==> config.mk <==
export PLATFORM = sky130hd
export DESIGN_NAME = dmem_arbiter
export DESIGN_NICKNAME = d
export VERILOG_FILES = /design/src/rtl/dmem_arb_pkg.sv /design/src/rtl/rr_arb2.sv /design/src/rtl/dmem_arbiter.sv
export SDC_FILE = /design/constraint.sdc
export NUM_CORES = 1
export LEC_CHECK = 0
export ABC_AREA = 0
export CAP_MARGIN = 0
export CORE_MARGIN = 2
export CORE_UTILIZATION = 41
export CTS_CLUSTER_DIAMETER = 150
export CTS_CLUSTER_SIZE = 16
export DETAILED_ROUTE_END_ITERATION = 7
export PLACE_DENSITY = 0.81
export SLEW_MARGIN = 10
export SYNTH_ARGS = -nofsm -noshare
export SYNTH_HDL_FRONTEND = slang
export SYNTH_HIERARCHICAL = 1
export SYNTH_SLANG_ARGS = --single-unit
==> constraint.sdc <==
create_clock -name clk -period 1.9 [get_ports clk]
set_input_delay 0.38 -clock clk [delete_from_list [all_inputs] [get_ports clk]]
set_output_delay 0.38 -clock clk [all_outputs]
set_load 0.02 [all_outputs]
==> src/rtl/dmem_arb_pkg.sv <==
`default_nettype none
// ============================================================================
// Module      : dmem_arb_pkg
// Description : Shared types and constants for the DMEM arbiter. Holds the
//               access-sequencing state encoding, the full byte-enable
//               constant and the requester identifiers.
// Revision    : 1.0 - initial release
// ============================================================================
package dmem_arb_pkg;

   // Access sequencing states. The encoding is fixed so that state values
   // seen in waveforms match the documented numbering.
   typedef enum logic [2:0] {
      ST_IDLE  = 3'd0,
      ST_READ  = 3'd1,
      ST_MERGE = 3'd2,
      ST_WRITE = 3'd3,
      ST_RESP  = 3'd4
   } state_t;

   // All four byte lanes enabled: a plain word write, no read-modify-write.
   localparam logic [3:0] c_BE_FULL = 4'hF;

   // Requester identifiers. req0 is the CPU load/store unit, req1 is the
   // DMA/loader/debug port.
   localparam logic c_REQ0 = 1'b0;
   localparam logic c_REQ1 = 1'b1;

endpackage : dmem_arb_pkg
`default_nettype wire

==> src/rtl/rr_arb2.sv <==
`default_nettype none
// ============================================================================
// Module      : rr_arb2
// Description : Two-input round-robin arbiter (purely combinational).
//               The only valid requester wins. When both are valid, the
//               requester that did not win the previous contest wins.
// Ports       : i_valid0/i_valid1 - request valid from requester 0/1
//               i_rr_last         - id of the most recent winner
//               o_grant0/o_grant1 - one-hot grant (both 0 if nothing valid)
//               o_winner          - id of the winning requester
//               o_any             - at least one requester valid
// Revision    : 1.0 - initial release
// ============================================================================
module rr_arb2
   import dmem_arb_pkg::*;
(
   input  logic i_valid0,
   input  logic i_valid1,
   input  logic i_rr_last,
   output logic o_grant0,
   output logic o_grant1,
   output logic o_winner,
   output logic o_any
);

   logic w_winner;

   always_comb begin
      w_winner = c_REQ0;
      if (i_valid0 && i_valid1) begin
         // Contest: hand the grant to whoever did not win last time.
         w_winner = ~i_rr_last;
      end else if (i_valid1) begin
         w_winner = c_REQ1;
      end
   end

   assign o_winner = w_winner;
   assign o_any    = i_valid0 | i_valid1;
   assign o_grant0 = i_valid0 & (w_winner == c_REQ0);
   assign o_grant1 = i_valid1 & (w_winner == c_REQ1);

endmodule : rr_arb2
`default_nettype wire

==> src/rtl/dmem_arbiter.sv <==
`default_nettype none
// ============================================================================
// Module      : dmem_arbiter
// Description : Shares a single-port, word-addressed data memory between
//               two requesters (req0: CPU LSU, req1: DMA/loader/debug).
//               Round-robin arbitration with valid/ready handshakes, one
//               access in flight, sequenced as read, full-word write, or
//               byte-masked read-modify-write, followed by a one-cycle
//               response pulse to the issuing requester.
// Ports       : clk, rst_n            - clock, synchronous active-low reset
//               reqN_valid/ready      - request handshake (N = 0, 1)
//               reqN_we/addr/wdata/be - request payload
//               rspN_valid/rdata      - completion pulse and read data
//               mem_we/addr/wd        - DMEM write enable, address, data
//               mem_rd                - DMEM combinational read data
// Revision    : 1.0 - initial release
// ============================================================================
module dmem_arbiter
   import dmem_arb_pkg::*;
#(
   parameter int ADDR_W = 32,
   parameter int DATA_W = 32
) (
   input  logic                  clk,
   input  logic                  rst_n,

   input  logic                  req0_valid,
   output logic                  req0_ready,
   input  logic                  req0_we,
   input  logic [ADDR_W-1:0]     req0_addr,
   input  logic [DATA_W-1:0]     req0_wdata,
   input  logic [DATA_W/8-1:0]   req0_be,
   output logic                  rsp0_valid,
   output logic [DATA_W-1:0]     rsp0_rdata,

   input  logic                  req1_valid,
   output logic                  req1_ready,
   input  logic                  req1_we,
   input  logic [ADDR_W-1:0]     req1_addr,
   input  logic [DATA_W-1:0]     req1_wdata,
   input  logic [DATA_W/8-1:0]   req1_be,
   output logic                  rsp1_valid,
   output logic [DATA_W-1:0]     rsp1_rdata,

   output logic                  mem_we,
   output logic [ADDR_W-1:0]     mem_addr,
   output logic [DATA_W-1:0]     mem_wd,
   input  logic [DATA_W-1:0]     mem_rd
);

   localparam int c_BE_W = DATA_W / 8;

   // Replace the enabled byte lanes of the old memory word with the new
   // write data; disabled lanes keep their current memory contents.
   function automatic logic [DATA_W-1:0] f_merge(
      input logic [DATA_W-1:0] wdata,
      input logic [DATA_W-1:0] old,
      input logic [c_BE_W-1:0] be
   );
      logic [DATA_W-1:0] res;
      res = old;
      for (int i = 0; i < c_BE_W; i++) begin
         if (be[i]) begin
            res[8*i +: 8] = wdata[8*i +: 8];
         end
      end
      return res;
   endfunction

   // ---------------------------------------------------------------------
   // State and latched request
   // ---------------------------------------------------------------------
   state_t              r_state;
   state_t              w_state_nxt;
   logic                r_rr_last;
   logic                r_id;
   logic                r_we;
   logic [ADDR_W-1:0]   r_addr;
   logic [DATA_W-1:0]   r_wdata;
   logic [c_BE_W-1:0]   r_be;
   logic [DATA_W-1:0]   r_rdata;

   // ---------------------------------------------------------------------
   // Arbitration
   // ---------------------------------------------------------------------
   logic                w_grant0;
   logic                w_grant1;
   logic                w_winner;
   logic                w_any;
   logic                w_hs;
   logic                w_sel_we;
   logic [ADDR_W-1:0]   w_sel_addr;
   logic [DATA_W-1:0]   w_sel_wdata;
   logic [c_BE_W-1:0]   w_sel_be;
   logic [DATA_W-1:0]   w_rsp_data;

   rr_arb2 u_rr_arb2 (
      .i_valid0  (req0_valid),
      .i_valid1  (req1_valid),
      .i_rr_last (r_rr_last),
      .o_grant0  (w_grant0),
      .o_grant1  (w_grant1),
      .o_winner  (w_winner),
      .o_any     (w_any)
   );

   // A handshake only happens in IDLE and never while reset is asserted,
   // so a request presented during reset is not silently consumed.
   assign w_hs = rst_n && (r_state == ST_IDLE) && w_any;

   assign w_sel_we    = (w_winner == c_REQ1) ? req1_we    : req0_we;
   assign w_sel_addr  = (w_winner == c_REQ1) ? req1_addr  : req0_addr;
   assign w_sel_wdata = (w_winner == c_REQ1) ? req1_wdata : req0_wdata;
   assign w_sel_be    = (w_winner == c_REQ1) ? req1_be    : req0_be;

   // Writes complete with zero read data.
   assign w_rsp_data = r_we ? '0 : r_rdata;

   // ---------------------------------------------------------------------
   // State register
   // ---------------------------------------------------------------------
   always_ff @(posedge clk) begin
      if (!rst_n) begin
         r_state <= ST_IDLE;
      end else begin
         r_state <= w_state_nxt;
      end
   end

   // ---------------------------------------------------------------------
   // Request latch and data path registers
   // ---------------------------------------------------------------------
   always_ff @(posedge clk) begin
      if (!rst_n) begin
         r_rr_last <= c_REQ1;   // req0 wins the first contest
         r_id      <= c_REQ0;
         r_we      <= 1'b0;
         r_addr    <= '0;
         r_wdata   <= '0;
         r_be      <= '0;
         r_rdata   <= '0;
      end else begin
         if (w_hs) begin
            r_rr_last <= w_winner;
            r_id      <= w_winner;
            r_we      <= w_sel_we;
            r_addr    <= w_sel_addr;
            r_wdata   <= w_sel_wdata;
            r_be      <= w_sel_be;
         end
         if (r_state == ST_READ) begin
            r_rdata <= mem_rd;
         end
         // The merged word overwrites the latched write data so that
         // WRITE drives the same register for full and masked writes.
         if (r_state == ST_MERGE) begin
            r_wdata <= f_merge(r_wdata, mem_rd, r_be);
         end
      end
   end

   // ---------------------------------------------------------------------
   // Next state and outputs
   // ---------------------------------------------------------------------
   always_comb begin
      w_state_nxt = r_state;
      req0_ready  = 1'b0;
      req1_ready  = 1'b0;
      rsp0_valid  = 1'b0;
      rsp1_valid  = 1'b0;
      rsp0_rdata  = '0;
      rsp1_rdata  = '0;
      mem_we      = 1'b0;
      mem_addr    = '0;
      mem_wd      = '0;

      case (r_state)
         ST_IDLE: begin
            req0_ready = rst_n & w_grant0;
            req1_ready = rst_n & w_grant1;
            if (w_any) begin
               if (!w_sel_we) begin
                  w_state_nxt = ST_READ;
               end else if (w_sel_be == c_BE_FULL) begin
                  w_state_nxt = ST_WRITE;
               end else if (w_sel_be == '0) begin
                  // Nothing to write: acknowledge without touching memory.
                  w_state_nxt = ST_RESP;
               end else begin
                  w_state_nxt = ST_MERGE;
               end
            end
         end
         ST_READ: begin
            mem_addr    = r_addr;
            w_state_nxt = ST_RESP;
         end
         ST_MERGE: begin
            mem_addr    = r_addr;
            w_state_nxt = ST_WRITE;
         end
         ST_WRITE: begin
            // Suppressed under reset so an aborted access never lands.
            mem_we      = rst_n;
            mem_addr    = r_addr;
            mem_wd      = r_wdata;
            w_state_nxt = ST_RESP;
         end
         ST_RESP: begin
            if (r_id == c_REQ1) begin
               rsp1_valid = rst_n;
               rsp1_rdata = rst_n ? w_rsp_data : '0;
            end else begin
               rsp0_valid = rst_n;
               rsp0_rdata = rst_n ? w_rsp_data : '0;
            end
            w_state_nxt = ST_IDLE;
         end
         default: begin
            w_state_nxt = ST_IDLE;
         end
      endcase
   end

endmodule : dmem_arbiter
`default_nettype wire

======== Word-level counts from Yosys, hierarchy flattened ========
Index checks and enable logic that the tools add are counted.
word-level totals
  register bits after elaboration ......... 106
  input bits .............................. 174
  word-level logic and storage cells ...... 72
cells by class
  eq/ne operators ......................... 10
  mux-type cells .......................... 32
  bitwise operators ....................... 7
  reduce and logical (&&, ||, !) cells .... 12
operators with widths
  cell                  number
  $mux W32              12
  $mux W8               4
  $mux W3               4
  $mux W1               10
  $ne A2 B2 Y1 const B  5
  $pmux W3 S3           1
  $reduce_and A2 Y1     4
  $eq A3 B2 Y1 const B  2
  $and A1 B1 Y1         4
  $eq A4 B4 Y1 const B  1
  $logic_not A4 Y1      1
  $mux W4               1
  $eq A3 B1 Y1 const B  1
  $eq A3 B3 Y1 const B  1
  $logic_and A1 B1 Y1   3
  $logic_not A3 Y1      1
  $reduce_or A3 Y1      1
  $not A1 Y1            2
  $reduce_bool A2 Y1    1
  $reduce_or A2 Y1      1
  $or A1 B1 Y1          1

======== Depth between registers and ports, before layout ========
  word-level depth ........................ 9
  depth in mapped cells ................... 6
  mapped depth without buffers ............ 4

======== Hierarchy ========
Netlist, hierarchy kept.
by module, submodules not included
  module        times used  cells an instance  area each (µm²)
  dmem_arbiter  1           723                6243.5
  rr_arb2       1           5                  32.5

======== Worst setup path after synthesis ========
No wires, ideal clock.
  path kind ............................... input-to-output
  from .................................... in rst_n
  to ...................................... out rsp0_rdata[10]
  data arrival time ....................... 1.438 ns
  slack ................................... 0.082 ns
  stages on the path ...................... 5
  cells stage by stage .................... buf_4 nand4bb_1 nor3_1 clkbuf_1 and2_1
between the ends
  cells in the longest elaborated chain, start to end .. 3
ends and longest elaborated chain
  what         line                 RTL
  from (decl)  dmem_arbiter.sv:25   input logic rst_n,
  $mux W32     dmem_arbiter.sv:215  rsp0_rdata = rst_n ? w_rsp_data : '0;
  $mux W32     dmem_arbiter.sv:210  if (r_id == c_REQ1) begin
  $mux W32     dmem_arbiter.sv:177  case (r_state)
  to (decl)    dmem_arbiter.sv:34   output logic [DATA_W-1:0] rsp0_rdata,
No other way between the ends.

======== Worst setup path in the final report ========
  from .................................... reg r_state[0]
  to ...................................... out rsp0_rdata[15]
between the ends
  cells in the longest elaborated chain, start to end .. 2
ends and longest elaborated chain
  what                    line                 RTL
  from (decl)             dmem_arbiter.sv:73   state_t r_state;
  from (signal assigned)  dmem_arbiter.sv:126  r_state <= w_state_nxt;
  $eq A3 B3 Y1            dmem_arbiter.sv:177
  $mux W32                dmem_arbiter.sv:177
No other way between the ends.

==> metrics.md <==
| Metric | Value |
|---|---|
| Die W | `roughly 130 um` |
| Dominant cell type by area after synthesis | `sky130_fd_sc_hd__dfxtp_1` |
| Syn avg cell area | `between 8 and 9 sq um` |
| Destination of the worst hold path | `r_rr_last` |
| RD Place Congestion | `about 0.83` |
| # diodes | `0` |
| Data required time of the worst path | `1.52 ns` |
| End-of-flow core utilization | `74.4%` |
| Share of the yosys chip area belonging to registers | `between 30% and 40%` |
| Worst-Skew Late Latency | `roughly 0.36 ns` |
| Largest cells by area after synthesis | `sky130_fd_sc_hd__dfxtp_1 (34%), sky130_fd_sc_hd__and2_1 (13%), sky130_fd_sc_hd__mux2i_1 (11%), sky130_fd_sc_hd__nand2_1 (5.8%), sky130_fd_sc_hd__mux2_2 (5.7%)` |
| Combined global-route utilization of all metal layers | `between 20 and 30%` |
| Pwr/cell area | `between 600 and 700 nW/um^2` |
| Max-slew headroom at the worst pin | `a little over half` |
| Area of the mapped netlist | `between 6000 and 7000 sq um` |
| Number of top-level design ports | `~300` |
| Die span in y | `128 um` |
| Share of layout cells above drive strength 1 | `about two fifths` |
| # Max-Cap Violations | `0` |
| Area Overhead vs Synth | `78.8%` |
| Critical path startpoint category | `register` |
| Placed cell areas | `a little under 10,000 sq um` |
| Number of cells traversed by the worst hold path | `3` |
| First-pass GRT wire length | `around 36,000 um` |
| Total non-filler cell area in the finished layout | `approximately 11,000 sq um` |
| Total instance count after detailed placement | `1,197` |
| Final Critical Period | `about 2.1 ns` |
| Portion of synthesized cell area occupied by the leading cell type | `between 30 and 40%` |
| Post-route DRC | `0` |
| Critical-path maximum fanout | `8` |
| Total number of clock tree sinks | `approximately 110` |
| Count of cell types in the netlist | `43` |
| Final number of setup-violating endpoints | `114` |
| Post-Syn Nets | `902` |
| Final worst-path cycle share | `109%` |
| Placement Rows | `45` |
| Total global routing overflow | `0` |
| Setup clock skew after layout | `about 0.0095 ns` |
| IR Drop Worst-Case VDD | `0.515 mV` |
| Synth Register Bits | `between 100 and 150` |
| Number of nets at the end of the flow | `1,225` |
| Detailed Route WL | `around 25,000 um` |
| Clock transition time at the flip-flop clock pins of the worst setup and hold paths | `~0.070 ns` |
| Run status | `finished, violations left` |
| Worst EP arrival | `roughly 1.7 ns` |
| Minimum setup slack in the final design | `-0.180 ns` |
| Count of pins over their slew limit | `0` |
| Number of levels in the clock H-tree | `3` |
| Final hold violation count | `0` |
| Count of flip-flops with a built-in enable after synthesis | `0` |
| Synthesis warning total | `6` |
| Maximum clock insertion buffer count | `2` |
| Area enclosed by the die boundary | `approximately 16,000 sq um` |
| RSZ-0062 raised after global routing | `true` |
| Setup Total Neg Slack | `-12.95 ns` |
| Leading register cell type out of synthesis | `sky130_fd_sc_hd__dfxtp_1` |
| Violations in the final reports | `setup timing` |
| Endpoint of the worst register-to-register path | `r_addr[21]` |
| TritonCTS clock tree | `built` |
| Class of the worst hold path | `input port to register` |
| Number of global-route vias before repair | `between 6,000 and 7,000` |
| Final HPWL DP | `16,400 um` |
| Routed len/inst | `20.2 um` |
| Critical hold path startpoint | `rst_n` |
| Port-buffer cells | `about 300` |
| Effective utilization at floorplan | `between 40% and 50%` |
| Fraction of registers with async set or reset after synthesis | `0%` |
| Reg2Reg Depth | `6` |
| Non-Filler Instances | `between 1,000 and 1,500` |
| First-pass iteration count of the detailed router | `6` |
| Crit path capture type | `output port` |
| Number of violations reported at the end of detailed-routing iteration 0 | `452` |
| Worst reg2reg path startpoint | `r_state[1]` |
| Classification of the worst setup path | `register to output port` |
| Slack of the worst reg-to-reg path | `approximately 0.020 ns` |
| Number of vias in the routed layout | `about 6,700` |
| Core box area | `15,100 sq um` |
| Root cell of the clock tree | `sky130_fd_sc_hd__clkbuf_16` |
| Pin count of the biggest net entering global routing | `58` |
| Post-Syn Instances | `about 730` |
| Cell leakage power | `4.59 nW` |
| Highest attainable clock frequency | `about 0.48 GHz` |
| Detail Route Antenna Nets | `0` |
| Total CTS buffers | `9` |
| Vias per Instance | `5.39` |
| Hold-fix buffers, CTS | `0` |
| Slew at the pin with the worst max-slew slack | `a little under 0.7 ns` |
| Total design power | `between 7 and 8 mW` |
| Antenna violations before repair | `1` |
## layout by cell type, fill, tap and decap left out, types with 30 or more instances in the layout
| master | instances |
|---|---|
| sky130_fd_sc_hd__a211oi_1 | 33 |
| sky130_fd_sc_hd__a21oi_1 | 70 |
| sky130_fd_sc_hd__and2_4 | 128 |
| sky130_fd_sc_hd__buf_4 | 31 |
| sky130_fd_sc_hd__buf_6 | 143 |
| sky130_fd_sc_hd__clkdlybuf4s50_1 | 171 |
| sky130_fd_sc_hd__dfxtp_1 | 102 |
| sky130_fd_sc_hd__mux2_2 | 32 |
| sky130_fd_sc_hd__mux2i_1 | 70 |
| sky130_fd_sc_hd__nand2_1 | 97 |
| sky130_fd_sc_hd__nand2b_1 | 32 |
| sky130_fd_sc_hd__o221ai_1 | 30 |
## through the flow
stage                     hold WS [ns]  worst slack [ns]
after global routing             0.463            -0.231
after floorplan                  0.434            0.0822
after detailed placement         0.448            -0.352
final                            0.446            -0.180
after CTS                        0.427            -0.229
after global placement           0.440            -0.316
## worst max-delay path by stage
stage | slack, ns | endpoint | start
detailed placement | -0.35 | r_wdata[21] | req1_valid
floorplan | 0.08 | rsp0_rdata[10] | rst_n
global route | -0.23 | rsp0_rdata[15] | r_state[0]
finish | -0.18 | rsp0_rdata[15] | r_state[0]
CTS | -0.23 | rsp0_rdata[23] | r_state[0]
global placement | -0.32 | r_wdata[0] | req1_valid
## per-layer routing
layer  track usage, %  part of all wire (%)  vias to the layer above
met5                0                     0                        -
li1                 -                     -                     3178
met4             8.08                   2.7                        0
met3             5.30                   6.3                       52
met1             38.4                    42                     3218
met2             46.6                    49                      255
## cell usage after synthesis (2+ instances only)
| cell | number |
|---|---|
| sky130_fd_sc_hd__nor3_1 | 4 |
| sky130_fd_sc_hd__a21oi_1 | 70 |
| sky130_fd_sc_hd__buf_6 | 5 |
| sky130_fd_sc_hd__buf_4 | 9 |
| sky130_fd_sc_hd__a211oi_2 | 7 |
| sky130_fd_sc_hd__nor2b_1 | 4 |
| sky130_fd_sc_hd__dfxtp_1 | 106 |
| sky130_fd_sc_hd__nand2_1 | 97 |
| sky130_fd_sc_hd__nor4_1 | 2 |
| sky130_fd_sc_hd__o21ai_0 | 2 |
| sky130_fd_sc_hd__a21boi_0 | 2 |
| sky130_fd_sc_hd__buf_1 | 2 |
| sky130_fd_sc_hd__o221ai_1 | 32 |
| sky130_fd_sc_hd__inv_1 | 4 |
| sky130_fd_sc_hd__mux2_2 | 32 |
| sky130_fd_sc_hd__clkbuf_1 | 35 |
| sky130_fd_sc_hd__nand3_1 | 3 |
| sky130_fd_sc_hd__nor2_1 | 5 |
| sky130_fd_sc_hd__mux2i_1 | 70 |
| sky130_fd_sc_hd__buf_2 | 17 |
| sky130_fd_sc_hd__nand2b_1 | 33 |
| sky130_fd_sc_hd__nor3b_2 | 2 |
| sky130_fd_sc_hd__o21ai_4 | 4 |
| sky130_fd_sc_hd__and2_1 | 130 |
| sky130_fd_sc_hd__a211oi_1 | 33 |
## sequential cells by signal, summed over array words and instances, names as in the netlist
| signal | cells |
|---|---|
| r_addr | 32 |
| r_rdata | 32 |
| r_wdata | 32 |
| r_be | 4 |
| r_state | 3 |
| r_id | 1 |
| r_rr_last | 1 |
| r_we | 1 |
## critical path, stage by stage, from the launching register on
cell                        delay [ns]
sky130_fd_sc_hd__dfxtp_2          0.33
sky130_fd_sc_hd__nand4bb_4        0.26
sky130_fd_sc_hd__nor3_4           0.18
sky130_fd_sc_hd__buf_12           0.17
sky130_fd_sc_hd__buf_16           0.13
sky130_fd_sc_hd__and2_4           0.15
sky130_fd_sc_hd__buf_6            0.12
## cells by family after synthesis
family          synth area share [%]
flops                           33.8
compound gates                  17.5
simple gates                    25.9
mux                             16.9
buf+inv                         5.84
## power by group
group	switching, mW	leakage, nW	internal [mW]
Sequential	0.209	0.872	2.53
Clock	0.856	0.136	1.02
Combinational	1.35	3.58	1.58
## final cells by class
cell class	instances	area, sq um
clock buffers	11	233
clock inverters	5	55.1
fillers	1052	3870
inverters	5	18.8
multi-input cells	549	4220
flip-flops and latches	106	2130
well taps	188	235
repair buffers	380	4330
## timing repair
item	4_1_cts	5_1_grt
hold endpoints to repair	0	0
setup buffers	14	5
endpoints found under the setup margin	151	163
pin swaps	38	21
gates resized for setup	913	57
gates cloned	10	5
Note: power is estimated with default switching activity, not from simulation.
==> patch 1, RTL diff (same flow settings) <==
Make the reset (`rst_n`) asynchronous in 2 clocked blocks. Comments in the files are not updated.
--- a/src/rtl/dmem_arbiter.sv
+++ b/src/rtl/dmem_arbiter.sv
@@ -119,7 +119,7 @@
    // ---------------------------------------------------------------------
    // State register
    // ---------------------------------------------------------------------
-   always_ff @(posedge clk) begin
+   always_ff @(posedge clk or negedge rst_n) begin
       if (!rst_n) begin
          r_state <= ST_IDLE;
       end else begin
@@ -130,7 +130,7 @@
    // ---------------------------------------------------------------------
    // Request latch and data path registers
    // ---------------------------------------------------------------------
-   always_ff @(posedge clk) begin
+   always_ff @(posedge clk or negedge rst_n) begin
       if (!rst_n) begin
          r_rr_last <= c_REQ1;   // req0 wins the first contest
          r_id      <= c_REQ0;
Function: differs if rst_n is asserted again (counterexample within 4 cycles, from zero or initial values and one cycle with rst_n low); with rst_n held inactive, the same outputs for 4 cycles.
==> patch 1 against the original RTL <==
The flow still finishes with violations (negative setup slack). Via count fell by 11%. Sequential cell count did not move. Synthesized cell count fell by 22%. Final area rose by 0.69%. Die area rose by 1.3%. Worst setup slack got worse by 0.18 ns. Area after synthesis rose by 1.4%. Wire length fell by 5.1%. Critical endpoint is now rsp0_rdata[2].
Power is not compared: it rests on default switching activity, and its combinational part moved more than twofold at a synthesized area within 25%.
==> patch 1: results (changes against the original RTL) <==
status: "finished with violations"  # unchanged
violations: "negative setup slack"  # unchanged
num-multi-input-gates: 414  # was 549
dp_hpwl_mm: 15.1  # was 16.4 mm
grt_max_degree: 74  # was 58
drive_gt1_frac: 0.523  # was 0.394
synthCells: 569  # was 728
grt_pass1_vias: 5915  # was 6459
postPlaceCellArea_um2: 9910  # was 9750 um^2
routed-wl-met3_mm: 1.44  # was 1.60 mm
setup_tns_ns: -35.77  # was -12.95 ns
seq_area_frac_synth: 0.417  # was 0.338
critPathMaxFanout: 5  # was 8
place_ws_ns: -0.525  # was -0.352 ns
met2RoutedLength_mm: 12.7  # was 12.3 mm
muxShareOfSynthArea: 0.306  # was 0.169
synth_area_leaders: "dfrtp_1, mux2_2, and2_1"  # was dfxtp_1, and2_1, mux2i_1
cts_hold_buf: 1  # was 0
wl_mm: 23.9  # was 25.1 mm
grt_pass1_wl_mm: 30.9  # was 35.9 mm
finalSetupViolCount: 167  # was 114
grt_antenna_before_repair: 0  # was 1
met3_usage: 0.0507  # was 0.0530
fillers: 968  # was 1052
finalWorstSetupSlack_ns: -0.357  # was -0.180 ns
regArea_um2: 2660  # was 2130 um^2
critPathMaxStageDelay_ns: 0.39  # was 0.33 ns
==> patch 1: cell count changes after synthesis, moves of 29 or more <==
cell | before | now
mux2_4 | 0 | 29
dfxtp_1 | 106 | 0
a31oi_1 | 0 | 37
mux2_2 | 32 | 103
o221ai_1 | 32 | 0
a211oi_1 | 33 | 0
a21oi_1 | 70 | 37
nand2_1 | 97 | 1
mux2i_1 | 70 | 35
dfrtp_1 | 0 | 105
==> patch 1: worst min-delay path, cell delays in order <==
cell and delay [ns]:
buf_4 0.11, buf_4 0.16, buf_4 0.40
==> patch 1: worst max-delay path by stage <==
stage | to | cells after the start | slack [ns] | startpoint
3_3_place_gp | rsp0_rdata[0] | 6 | -0.47 | rst_n
4_1_cts | rsp1_rdata[27] | 7 | -0.35 | r_state[1]
3_5_place_dp | r_wdata[14] | 6 | -0.52 | req1_valid
5_1_grt | rsp0_rdata[16] | 6 | -0.41 | r_state[0]
2_1_floorplan | req0_ready | 5 | 0.03 | r_state[1]
6_report | rsp0_rdata[2] | 7 | -0.36 | r_state[0]
==> patch 2, RTL diff (same flow settings) <==
Without the edit above. `DATA_W`: 32 -> 16.
--- a/src/rtl/dmem_arbiter.sv
+++ b/src/rtl/dmem_arbiter.sv
@@ -19,7 +19,7 @@
    import dmem_arb_pkg::*;
 #(
    parameter int ADDR_W = 32,
-   parameter int DATA_W = 32
+   parameter int DATA_W = 16
 ) (
    input  logic                  clk,
    input  logic                  rst_n,
Ports: changed (8 resized); port bits go from 307 to 207. No check against the original RTL was run, so the function may have changed too.
==> patch 2 against the original RTL <==
The run still ends with negative setup slack left. Count of clock-buffer cells in the layout decreased by 1. Wire length down 43%. Power shrank 41%. Combinational power down 46%. Sequential cell count down 34. Final area is 38% lower. Area after synthesis down 32%. Worst setup slack better by 0.047 ns.
==> patch 2: results (changes against the original RTL) <==
dp.cells: 806  # was 1197
io_buffers: 206  # was 306
seq_area_frac_synth: 0.339  # was 0.338
synthTopCellsByCount: "and2_1, dfxtp_1, a21oi_1, mux2i_1, nand2_1"  # was and2_1, dfxtp_1, nand2_1
vdd_drop_max_mv: 0.363  # was 0.515 mV
grt_overflow: 0  # unchanged
worstHoldPathType: "reg -> reg"  # was in -> reg
synth_area_leaders: "dfxtp_1, and2_1, mux2i_1"  # unchanged
num_vias: 4372  # was 6703
fin_nets: 822  # was 1225
h-tree-depth: 3  # unchanged
synth_cell_types: 37  # was 43
top_regs: "r_addr (32), r_rdata (16), r_wdata (16)"  # was r_addr (32), r_rdata (32), r_wdata (32)
status: "finished with violations"  # unchanged
postPlaceCellArea_um2: 6570  # was 9750 um^2
finClkSkew_ns: 0.00785  # was 0.00952 ns
cts-root-buf: "clkbuf_8"  # was clkbuf_16
finalWorstSetupSlack_ns: -0.133  # was -0.180 ns
grt_antenna_before_repair: 0  # was 1
num_antenna_cells: 0  # unchanged
clkTransAtPathRegs_ns: 0.08
dp_hpwl_mm: 10.0  # was 16.4 mm
critPathMaxFanout: 13  # was 8
wl_per_cell_um: 17.1  # was 20.2 um
cts_buffer_depth: 2  # unchanged
ys_warn_count: 6  # unchanged
dr.pass1.iters: 4  # was 6
grt_max_degree: 53  # was 58
hold_violations: 0  # unchanged
grt_pass1_vias: 4349  # was 6459
synth_ff_type: "dfxtp_1"  # unchanged
grt_pass1_wl_mm: 21.3  # was 35.9 mm
wl_mm: 14.4  # was 25.1 mm
violations: "negative setup slack"  # unchanged
track_usage: 0.241  # was 0.285
globalplace.congestion: 0.859  # was 0.830
maxSlewHeadroom: 0.593  # was 0.536
finalSetupViolCount: 60  # was 114
synthArstFlopShare: 0  # unchanged
synth_area_per_cell_um2: 8.93  # was 8.62 um^2
worst_ep_arrival_time_ns: 1.65  # was 1.70 ns
syn-num-nets: 598  # was 902
drtIter0Drc: 170  # was 452
p_sw_frac: 0.316  # was 0.320
insertion_delay_ns: 0.35
drive_gt1_frac: 0.291  # was 0.394
cellLeakagePower_nw: 2.86  # was 4.59 nW
cts_inserted_buffers: 9  # unchanged
==> patch 2: metrics by stage <==
| step | hold WS [ns] | utilization | TNS [ns] | power, mW | setup WS, ns |
|---|---|---|---|---|---|
| 3_3_place_gp | 0.441 | 0.645 | -48.09 | 3.16 | -0.610 |
| 5_1_grt | 0.484 | 0.683 | -7.23 | 4.71 | -0.219 |
| 4_1_cts | 0.462 | 0.671 | -4.31 | 4.38 | -0.161 |
| 3_5_place_dp | 0.450 | 0.645 | -51.58 | 3.19 | -0.666 |
| 6_report | 0.458 | 0.683 | -2.64 | 4.47 | -0.133 |
| 2_1_floorplan | 0.434 | - | 0 | 2.58 | 0.145 |
==> patch 2: final cells by class <==
class                           instances  area [um^2]
Fill cell                             855         3230
Multi-Input combinational cell        355         2620
Timing Repair Buffer                  256         2520
Sequential cell                        72         1450
Tap cell                              136          170
Clock buffer                           10          138
Clock inverter                          6         35.0
Inverter                                6         22.5
==> patch 2: power groups by stage <==
stage	clock [mW]	combinational, mW	sequential (mW)
global placement	0	1.36	1.80
finish	1.10	1.59	1.78
global route	1.21	1.70	1.80
floorplan	0	0.798	1.78
CTS	1.13	1.47	1.78
detailed placement	0	1.38	1.81
==> patch 2: final timing paths <==
kind / cells past startpoint / end / slack [ns] / startpoint
worst max register to register: 8 / r_addr[12] / 0.10 / r_state[2]
worst max-delay path: 5 / rsp1_rdata[12] / -0.13 / r_state[1]
worst min register to register: 2 / r_wdata[2] / 0.46 / r_wdata[2]
worst min-delay path: 2 / r_wdata[2] / 0.46 / r_wdata[2]
==> patch 2: kinds of logic (layout without fill, tap and decap cells) <==
kind of cell / Yosys count / after routing / share of synthesized area
and+or+nand+nor: 171 / 173 / 0.252
DFF: 72 / 72 / 0.339
AOI/OAI and AO/OA: 114 / 114 / 0.182
muxes: 68 / 68 / 0.165
buffers and inverters: 51 / 278 / 0.0615
==> patch 2: metal layers <==
layer | up-vias | global-route usage | routed length (um)
met2 | 179 | 0.439 | 7430
met5 | - | 0 | 0
met3 | 22 | 0.0724 | 1100
met4 | 0 | 0.0799 | 245
met1 | 2035 | 0.266 | 5590
li1 | 2136 | - | -
==> patch 2: critical path, stage by stage (launching register included) <==
cell and delay, ns:
dfxtp_4 0.37, nand4bb_4 0.24, nor3_2 0.14, buf_6 0.16, and2_1 0.12, clkdlybuf4s15_2 0.25
==> patch 2: repair_timing <==
action | in CTS | in global routing
pin swaps | 3 | 4
gates resized for setup | 380 | 67
endpoints found under the setup margin | 122 | 119
setup buffers | 3 | 9
cloned | 3 | 4
